===== src/rtl/pe_pkg.sv =====
// Shared definitions for the PE controller array and its BRAM port arbiter.
// Contents: BRAM data/byte-enable widths, arbiter state encoding, and the
// default result-base byte address used by the PE controllers.
package pe_pkg;

  localparam int unsigned BRAM_DATA_W = 32;
  localparam int unsigned BRAM_WE_W   = 4;

  typedef enum logic {
    ARB_IDLE = 1'b0,
    ARB_BUSY = 1'b1
  } arb_state_e;

  // Where PE controllers write results unless software relocates them.
  localparam logic [31:0] RESULT_BASE_ADDR = 32'h0000_1000;

endpackage


===== src/rtl/pe_bram_arbiter_if.sv =====
// Bus between the PE controller array / BRAM and the BRAM port arbiter.
// master: requester side plus BRAM read data (drives req*, BRAM_RDDATA).
// slave : arbiter side (drives grant, rd_valid, rd_data, BRAM_* outputs).
//   req        per-requester request, held for the whole burst
//   req_addr   packed per-requester byte addresses
//   req_wrdata packed per-requester write data
//   req_we     packed per-requester byte enables
//   grant      one-hot registered grant
//   rd_valid   one-hot read-data-valid, rd_data is BRAM_RDDATA broadcast
//   BRAM_*     shared BRAM port (BRAM_RDDATA has 1-cycle latency)
interface pe_bram_arbiter_if
  import pe_pkg::*;
#(
  parameter int unsigned NUM_REQ = 4,
  parameter int unsigned ADDR_W  = 32
);
  logic [NUM_REQ-1:0]             req;
  logic [NUM_REQ*ADDR_W-1:0]      req_addr;
  logic [NUM_REQ*BRAM_DATA_W-1:0] req_wrdata;
  logic [NUM_REQ*BRAM_WE_W-1:0]   req_we;
  logic [NUM_REQ-1:0]             grant;
  logic [NUM_REQ-1:0]             rd_valid;
  logic [BRAM_DATA_W-1:0]         rd_data;
  logic [ADDR_W-1:0]              BRAM_ADDR;
  logic [BRAM_DATA_W-1:0]         BRAM_WRDATA;
  logic [BRAM_WE_W-1:0]           BRAM_WE;
  logic                           BRAM_CLK;
  logic [BRAM_DATA_W-1:0]         BRAM_RDDATA;

  modport master (
    output req, req_addr, req_wrdata, req_we, BRAM_RDDATA,
    input  grant, rd_valid, rd_data, BRAM_ADDR, BRAM_WRDATA, BRAM_WE, BRAM_CLK
  );

  modport slave (
    input  req, req_addr, req_wrdata, req_we, BRAM_RDDATA,
    output grant, rd_valid, rd_data, BRAM_ADDR, BRAM_WRDATA, BRAM_WE, BRAM_CLK
  );

endinterface


===== src/rtl/rr_pick.sv =====
// Combinational round-robin priority encoder.
//   i_req    request vector
//   i_start  index where the upward, wrapping scan begins
//   o_winner one-hot first set request at or after i_start
//   o_found  any request set
module rr_pick #(
  parameter int unsigned NUM_REQ = 4,
  localparam int unsigned IW     = (NUM_REQ > 1) ? $clog2(NUM_REQ) : 1
) (
  input  logic [NUM_REQ-1:0] i_req,
  input  logic [IW-1:0]      i_start,
  output logic [NUM_REQ-1:0] o_winner,
  output logic               o_found
);
  logic [31:0]   w_sum;
  logic [IW-1:0] w_idx;

  always_comb begin
    w_sum    = '0;
    w_idx    = '0;
    o_winner = '0;
    o_found  = 1'b0;
    for (int k = 0; k < NUM_REQ; k++) begin
      w_sum = 32'(i_start) + 32'(k);
      if (w_sum >= NUM_REQ) w_sum = w_sum - NUM_REQ;
      w_idx = w_sum[IW-1:0];
      if (!o_found && i_req[w_idx]) begin
        o_winner[w_idx] = 1'b1;
        o_found         = 1'b1;
      end
    end
  end

endmodule


===== src/rtl/pe_bram_arbiter.sv =====
// Round-robin arbiter sharing one BRAM port among NUM_REQ PE controllers.
// An owner keeps the port for as long as it holds req; the bus is gated idle
// in the cycle req drops and the next winner is granted at the following edge.
//   aclk   clock (also forwarded as BRAM_CLK)
//   areset synchronous active-high reset
//   bus    pe_bram_arbiter_if.slave: requester bus and BRAM port
// Optional feature macro PE_ARB_HOLD_LIMIT_EN: preempt an owner after
// HOLD_LIMIT owned cycles when another requester is waiting.
module pe_bram_arbiter
  import pe_pkg::*;
#(
  parameter int unsigned NUM_REQ    = 4,
  parameter int unsigned ADDR_W     = 32,
  parameter int unsigned HOLD_LIMIT = 64
) (
  input logic              aclk,
  input logic              areset,
  pe_bram_arbiter_if.slave bus
);
  localparam int unsigned IW = (NUM_REQ > 1) ? $clog2(NUM_REQ) : 1;

  arb_state_e             r_state, w_state_d;
  logic [NUM_REQ-1:0]     r_grant, w_grant_d;
  logic [NUM_REQ-1:0]     r_rd_valid, w_rd_valid_d;
  logic [NUM_REQ-1:0]     w_active, w_winner;
  logic [IW-1:0]          r_owner, w_owner_d;
  logic [IW-1:0]          r_last_owner, w_last_owner_d;
  logic [IW-1:0]          w_start, w_win_idx;
  logic                   w_found, w_arb, w_preempt;
  logic [ADDR_W-1:0]      w_addr;
  logic [BRAM_DATA_W-1:0] w_wrdata;
  logic [BRAM_WE_W-1:0]   w_we;

  assign w_start = (r_last_owner == IW'(NUM_REQ - 1)) ? '0 : r_last_owner + 1'b1;

  rr_pick #(
    .NUM_REQ (NUM_REQ)
  ) u_rr_pick (
    .i_req    (bus.req),
    .i_start  (w_start),
    .o_winner (w_winner),
    .o_found  (w_found)
  );

  always_comb begin
    w_win_idx = '0;
    for (int i = 0; i < NUM_REQ; i++) begin
      if (w_winner[i]) w_win_idx = IW'(i);
    end
  end

`ifdef PE_ARB_HOLD_LIMIT_EN
  localparam int unsigned CW = $clog2(HOLD_LIMIT + 1);
  logic [CW-1:0] r_hold_cnt, w_hold_cnt_d;

  // Counts owned cycles including the current one, so the owner gets exactly
  // HOLD_LIMIT cycles before it can be preempted.
  assign w_preempt = (r_state == ARB_BUSY) && bus.req[r_owner] &&
                     (r_hold_cnt >= CW'(HOLD_LIMIT)) && |(bus.req & ~r_grant);

  always_comb begin
    w_hold_cnt_d = r_hold_cnt;
    if (w_preempt) begin
      w_hold_cnt_d = '0;
    end else if (w_arb) begin
      w_hold_cnt_d = w_found ? CW'(1) : '0;
    end else if (r_hold_cnt < CW'(HOLD_LIMIT)) begin
      w_hold_cnt_d = r_hold_cnt + 1'b1;
    end
  end

  always_ff @(posedge aclk) begin
    if (areset) r_hold_cnt <= '0;
    else        r_hold_cnt <= w_hold_cnt_d;
  end
`else
  logic w_unused_hold_limit;
  assign w_unused_hold_limit = ^HOLD_LIMIT;
  assign w_preempt           = 1'b0;
`endif

  // Arbitrate when idle or when the owner has released its request.
  always_comb begin
    w_state_d      = r_state;
    w_grant_d      = r_grant;
    w_owner_d      = r_owner;
    w_last_owner_d = r_last_owner;
    w_arb          = (r_state == ARB_IDLE) || !bus.req[r_owner];
    if (w_preempt) begin
      // Drop the grant for one cycle; normal arbitration runs from IDLE.
      w_state_d = ARB_IDLE;
      w_grant_d = '0;
    end else if (w_arb) begin
      if (w_found) begin
        w_state_d      = ARB_BUSY;
        w_grant_d      = w_winner;
        w_owner_d      = w_win_idx;
        w_last_owner_d = w_win_idx;
      end else begin
        w_state_d = ARB_IDLE;
        w_grant_d = '0;
      end
    end
  end

  // Bus mux; grant is one-hot so at most one requester is active.
  always_comb begin
    w_addr       = '0;
    w_wrdata     = '0;
    w_we         = '0;
    w_rd_valid_d = '0;
    w_active     = r_grant & bus.req;
    for (int i = 0; i < NUM_REQ; i++) begin
      if (w_active[i]) begin
        w_addr          = bus.req_addr[i*ADDR_W +: ADDR_W];
        w_wrdata        = bus.req_wrdata[i*BRAM_DATA_W +: BRAM_DATA_W];
        w_we            = bus.req_we[i*BRAM_WE_W +: BRAM_WE_W];
        w_rd_valid_d[i] = (bus.req_we[i*BRAM_WE_W +: BRAM_WE_W] == '0);
      end
    end
  end

  always_ff @(posedge aclk) begin
    if (areset) begin
      r_state      <= ARB_IDLE;
      r_grant      <= '0;
      r_owner      <= '0;
      r_last_owner <= IW'(NUM_REQ - 1);
      r_rd_valid   <= '0;
    end else begin
      r_state      <= w_state_d;
      r_grant      <= w_grant_d;
      r_owner      <= w_owner_d;
      r_last_owner <= w_last_owner_d;
      r_rd_valid   <= w_rd_valid_d;
    end
  end

  assign bus.grant       = r_grant;
  assign bus.rd_valid    = r_rd_valid;
  assign bus.rd_data     = bus.BRAM_RDDATA;
  assign bus.BRAM_ADDR   = w_addr;
  assign bus.BRAM_WRDATA = w_wrdata;
  assign bus.BRAM_WE     = w_we;
  assign bus.BRAM_CLK    = aclk;

endmodule

===== src/flat_wrapper.sv =====
// flat-port wrapper written by rule: the top's interface ports become plain ports
module pe_bram_arbiter_flat import pe_pkg::*;
#(
  parameter int unsigned NUM_REQ    = 4,
  parameter int unsigned ADDR_W     = 32,
  parameter int unsigned HOLD_LIMIT = 64
)
  (aclk, areset, bus_req, bus_req_addr, bus_req_wrdata, bus_req_we, bus_BRAM_RDDATA, bus_grant, bus_rd_valid, bus_rd_data, bus_BRAM_ADDR, bus_BRAM_WRDATA, bus_BRAM_WE, bus_BRAM_CLK);
  pe_bram_arbiter_if #(.NUM_REQ(NUM_REQ), .ADDR_W(ADDR_W)) bus_i ();
  input logic aclk;
  input logic areset;
  input wire logic [$bits(bus_i.req)-1:0] bus_req;
  input wire logic [$bits(bus_i.req_addr)-1:0] bus_req_addr;
  input wire logic [$bits(bus_i.req_wrdata)-1:0] bus_req_wrdata;
  input wire logic [$bits(bus_i.req_we)-1:0] bus_req_we;
  input wire logic [$bits(bus_i.BRAM_RDDATA)-1:0] bus_BRAM_RDDATA;
  output wire logic [$bits(bus_i.grant)-1:0] bus_grant;
  output wire logic [$bits(bus_i.rd_valid)-1:0] bus_rd_valid;
  output wire logic [$bits(bus_i.rd_data)-1:0] bus_rd_data;
  output wire logic [$bits(bus_i.BRAM_ADDR)-1:0] bus_BRAM_ADDR;
  output wire logic [$bits(bus_i.BRAM_WRDATA)-1:0] bus_BRAM_WRDATA;
  output wire logic [$bits(bus_i.BRAM_WE)-1:0] bus_BRAM_WE;
  output wire logic [$bits(bus_i.BRAM_CLK)-1:0] bus_BRAM_CLK;
  assign bus_i.req = bus_req;
  assign bus_i.req_addr = bus_req_addr;
  assign bus_i.req_wrdata = bus_req_wrdata;
  assign bus_i.req_we = bus_req_we;
  assign bus_i.BRAM_RDDATA = bus_BRAM_RDDATA;
  assign bus_grant = bus_i.grant;
  assign bus_rd_valid = bus_i.rd_valid;
  assign bus_rd_data = bus_i.rd_data;
  assign bus_BRAM_ADDR = bus_i.BRAM_ADDR;
  assign bus_BRAM_WRDATA = bus_i.BRAM_WRDATA;
  assign bus_BRAM_WE = bus_i.BRAM_WE;
  assign bus_BRAM_CLK = bus_i.BRAM_CLK;
  pe_bram_arbiter #(.NUM_REQ(NUM_REQ), .ADDR_W(ADDR_W), .HOLD_LIMIT(HOLD_LIMIT)) u_core (.aclk(aclk), .areset(areset), .bus(bus_i));
endmodule

===== config.mk =====
export PLATFORM = sky130hd
export DESIGN_NAME = pe_bram_arbiter_flat
export DESIGN_NICKNAME = d
export VERILOG_FILES = /design/src/rtl/pe_pkg.sv /design/src/rtl/pe_bram_arbiter_if.sv /design/src/rtl/rr_pick.sv /design/src/rtl/pe_bram_arbiter.sv /design/src/flat_wrapper.sv
export SDC_FILE = /design/constraint.sdc
export NUM_CORES = 1
export LEC_CHECK = 0
export CAP_MARGIN = 20
export CORE_AREA = 2 2 164 166
export DETAILED_ROUTE_END_ITERATION = 6
export DIE_AREA = 0 0 166 168
export GPL_ROUTABILITY_DRIVEN = 1
export PLACE_DENSITY_LB_ADDON = 0.2
export SLEW_MARGIN = 20
export SYNTH_ARGS = -nofsm -noshare
export SYNTH_HDL_FRONTEND = slang
export SYNTH_SLANG_ARGS = --single-unit

===== constraint.sdc =====
create_clock -name aclk -period 3 [get_ports aclk]
set_clock_uncertainty 0.05 [all_clocks]
set_input_delay 0.45 -clock aclk [delete_from_list [all_inputs] [get_ports aclk]]
set_output_delay 0.45 -clock aclk [all_outputs]
set_load 0.01 [all_outputs]

==> summary.txt <==
Cells and area
  • Area Overhead vs Synth: 140%
  • Core Util, Final: 0.281
  • Share of post-route cells with drive strength above 1: 0.0890
  • Commonest cells after routing, fill and taps aside: clkdlybuf4s50_1 (285), o21ai_0 (132), nand2_1 (80)
  • Final-stage net count: 1,115
  • Filler cells: 2,851
  • Non-filler cells, final: 1,141
  • Commonest non-fill, non-tap cell in the layout: clkdlybuf4s50_1

Run status
  • Outcome: finished clean

Synthesis
  • Seq/Total Area, Yosys: 0.0842
  • Dominant cell type by area after synthesis: a221o_1
  • Yosys reg bits: 13
  • EDFF count, synth: 0
  • Area of the mapped netlist: 3090 µm²
  • Synth top area cells: a221o_1 (22%), o21ai_0 (22%), nand2_1 (9.8%), dfxtp_1 (8.4%), buf_4 (8.3%)
  • Ys async rst share: 0
  • Cell variety after synth: 49
  • Synth Instances: 473
  • Syn_nets: 789
  • Yosys warns: 0
  • Top_reg_cell synth: dfxtp_1
  • Post-synth top area share: 0.220
  • Mean Syn Cell Area: 6.54 µm²

Clock tree
  • CTS Hold Bufs: 0
  • Worst skew pair latency: 350 ps
  • TritonCTS clock tree: built
  • CTS clk-pin slew, worst paths: 40 ps

Route
  • Vias per cell: 4.34
  • DR pass1 iterations: 4
  • Routed Wire Length: 21.5 mm
  • Per-cell routed wire length: 18.9 µm
  • DRT antenna net count: 0
  • Total number of vias: 4,951
  • 1st-iter DRT viols: 224
  • # DRC: 0

Timing
  • Hold WS: 455 ps
  • RSZ-0062 raised after global routing: yes
  • Worst slew margin: 0.688
  • Final setup viols: 0
  • Period utilisation layout: 0.956
  • Final hold violations: 0
  • Pins over their slew limit: 0
  • Worst-Margin Slew: 466 ps
  • Post-layout min period: 2870 ps
  • Fmax: 349 MHz

GRT
  • Initial antenna violation count: 2
  • First-pass GRT wire length: 31.1 mm
  • Total Routing Usage GR: 0.143
  • Total gr overflow: 0
  • Largest net degree at the start of global routing: 45
  • Vias in the first global route: 5,093

Critical path
  • Worst path slowest cell: clkdlybuf4s50_1
  • Buf+Inv Stages, Crit Path: 4
  • CP required: 2500 ps
  • Setup Crit Path Kind: in -> out
  • Crit-path cells: clkdlybuf4s50_1, and2_4, nor2_4, buf_4, clkbuf_16, a221o_1, o21ai_0, o21ai_0, dlygate4sd2_1
  • Crit start category: input pin
  • Most common cell on crit path: o21ai_0
  • CP Max Fanout: 16
  • Slowest cell delay on critical path: 490 ps
  • Setup crit end kind: output pin
  • Levels on crit path: 9
  • Worst-case reg-to-reg path depth: 8
  • Worst Path Arrival: 2370 ps
  • Delay-heaviest family, CP: buffers and inverters

Floorplan
  • Die H: 168 µm
  • Die X: 166 µm
  • Initial Util: 0.117
  • Core Area: 26,400 µm²
  • I/O pins: 419
  • Row count: 60
  • Die area: 27,900 µm²

Power
  • Peak VDD IR: 483 µV
  • Pwr Density: 534 nW/µm²
  • Leakage: 0.00335 µW
  • Total power: 3960 µW

Min path
  • Hold Crit Class: reg -> reg
  • WHS Path Cells: 2

Place
  • Routability Congestion: 0.786
  • Inst Count DP: 1,126
  • Hpwl dp: 17.0 mm
  • PortBufs: 354

Job
  • Max_cap viols: 0
==> layout make-up <==
cell class / count / area [µm²] / share of cell area
timing repair buffer: 401 / 4170 / 0.563
multi-input combinational: 372 / 2370 / 0.320
tap: 341 / 427 / 0.0575
sequential: 13 / 260 / 0.0351
clock buffer: 8 / 164 / 0.0221
inverter: 4 / 15.0 / 0.00202
antenna: 2 / 5.00 / 0.000675
==> cells in the mapped netlist (2+ instances only) <==
master	n
o21ai_0	136
nand2_1	81
a221o_1	68
clkbuf_1	43
buf_4	34
dfxtp_1	13
a21oi_1	8
nor2_1	8
ha_1	6
mux2i_1	6
buf_2	5
mux2_2	5
nor4_1	5
o21ai_1	5
inv_1	4
nor3_1	4
and2_1	3
nand3b_1	3
o211ai_1	3
buf_6	2
o32ai_1	2
or4_1	2
==> power breakdown <==
group	switching (µW)	internal (µW)
Sequential	40.2	217
Clock	114	372
Combinational	1510	1710
==> flip-flops by register name (all words and copies together), names as in the netlist <==
| register | flops |
|---|---|
| u_core.bus.grant | 4 |
| u_core.r_last_owner | 2 |
| u_core.bus.rd_valid | 4 |
| u_core.r_state | 1 |
| u_core.r_owner | 2 |
==> worst paths after layout <==
kind                           from                   to  slack, ps
min reg2reg     u_core.bus.grant[1]  u_core.bus.grant[1]        460
min             u_core.bus.grant[1]  u_core.bus.grant[1]        460
max reg2reg  u_core.r_last_owner[1]    u_core.r_owner[0]        410
max                      bus_req[1]    bus_BRAM_ADDR[18]        130
==> what timing repair did <==
item,CTS,global route
pin swaps,1,1
endpoints found under the setup margin,68,38
gates resized for setup,35,39
buffers inserted,1,2
cloned,1,2
==> metrics by stage <==
step | setup slack [ps] | TNS [ps] | instance area, µm²
floorplan | 473 | 0 | 3090
detailed placement | -383 | -9860 | 7090
CTS | 2.12 | 0 | 7250
global placement | -324 | -7610 | 7090
finish | 132 | 0 | 7420
global route | -7.48 | -7.48 | 7420
==> metal layers <==
metal | share of wire | GRT usage
met3 | 0.058 | 0.0273
met5 | 0 | 0
met4 | 0.012 | 0.0242
met1 | 0.41 | 0.169
met2 | 0.52 | 0.269
==> tightest hold or removal path, delay by kind of cell, from the launching register on <==
kind	cells	cell delay (ps)
compound gates	1	50
simple gates	1	70
flops	1	340
==> logic make-up after synthesis <==
group,Yosys count,synth area share
simple gates,118,0.174
flops,13,0.0842
fa+ha+maj,6,0.0243
compound gates,236,0.517
mux,12,0.0449
buf+inv,88,0.155
Power figures use the tool's default switching activity.
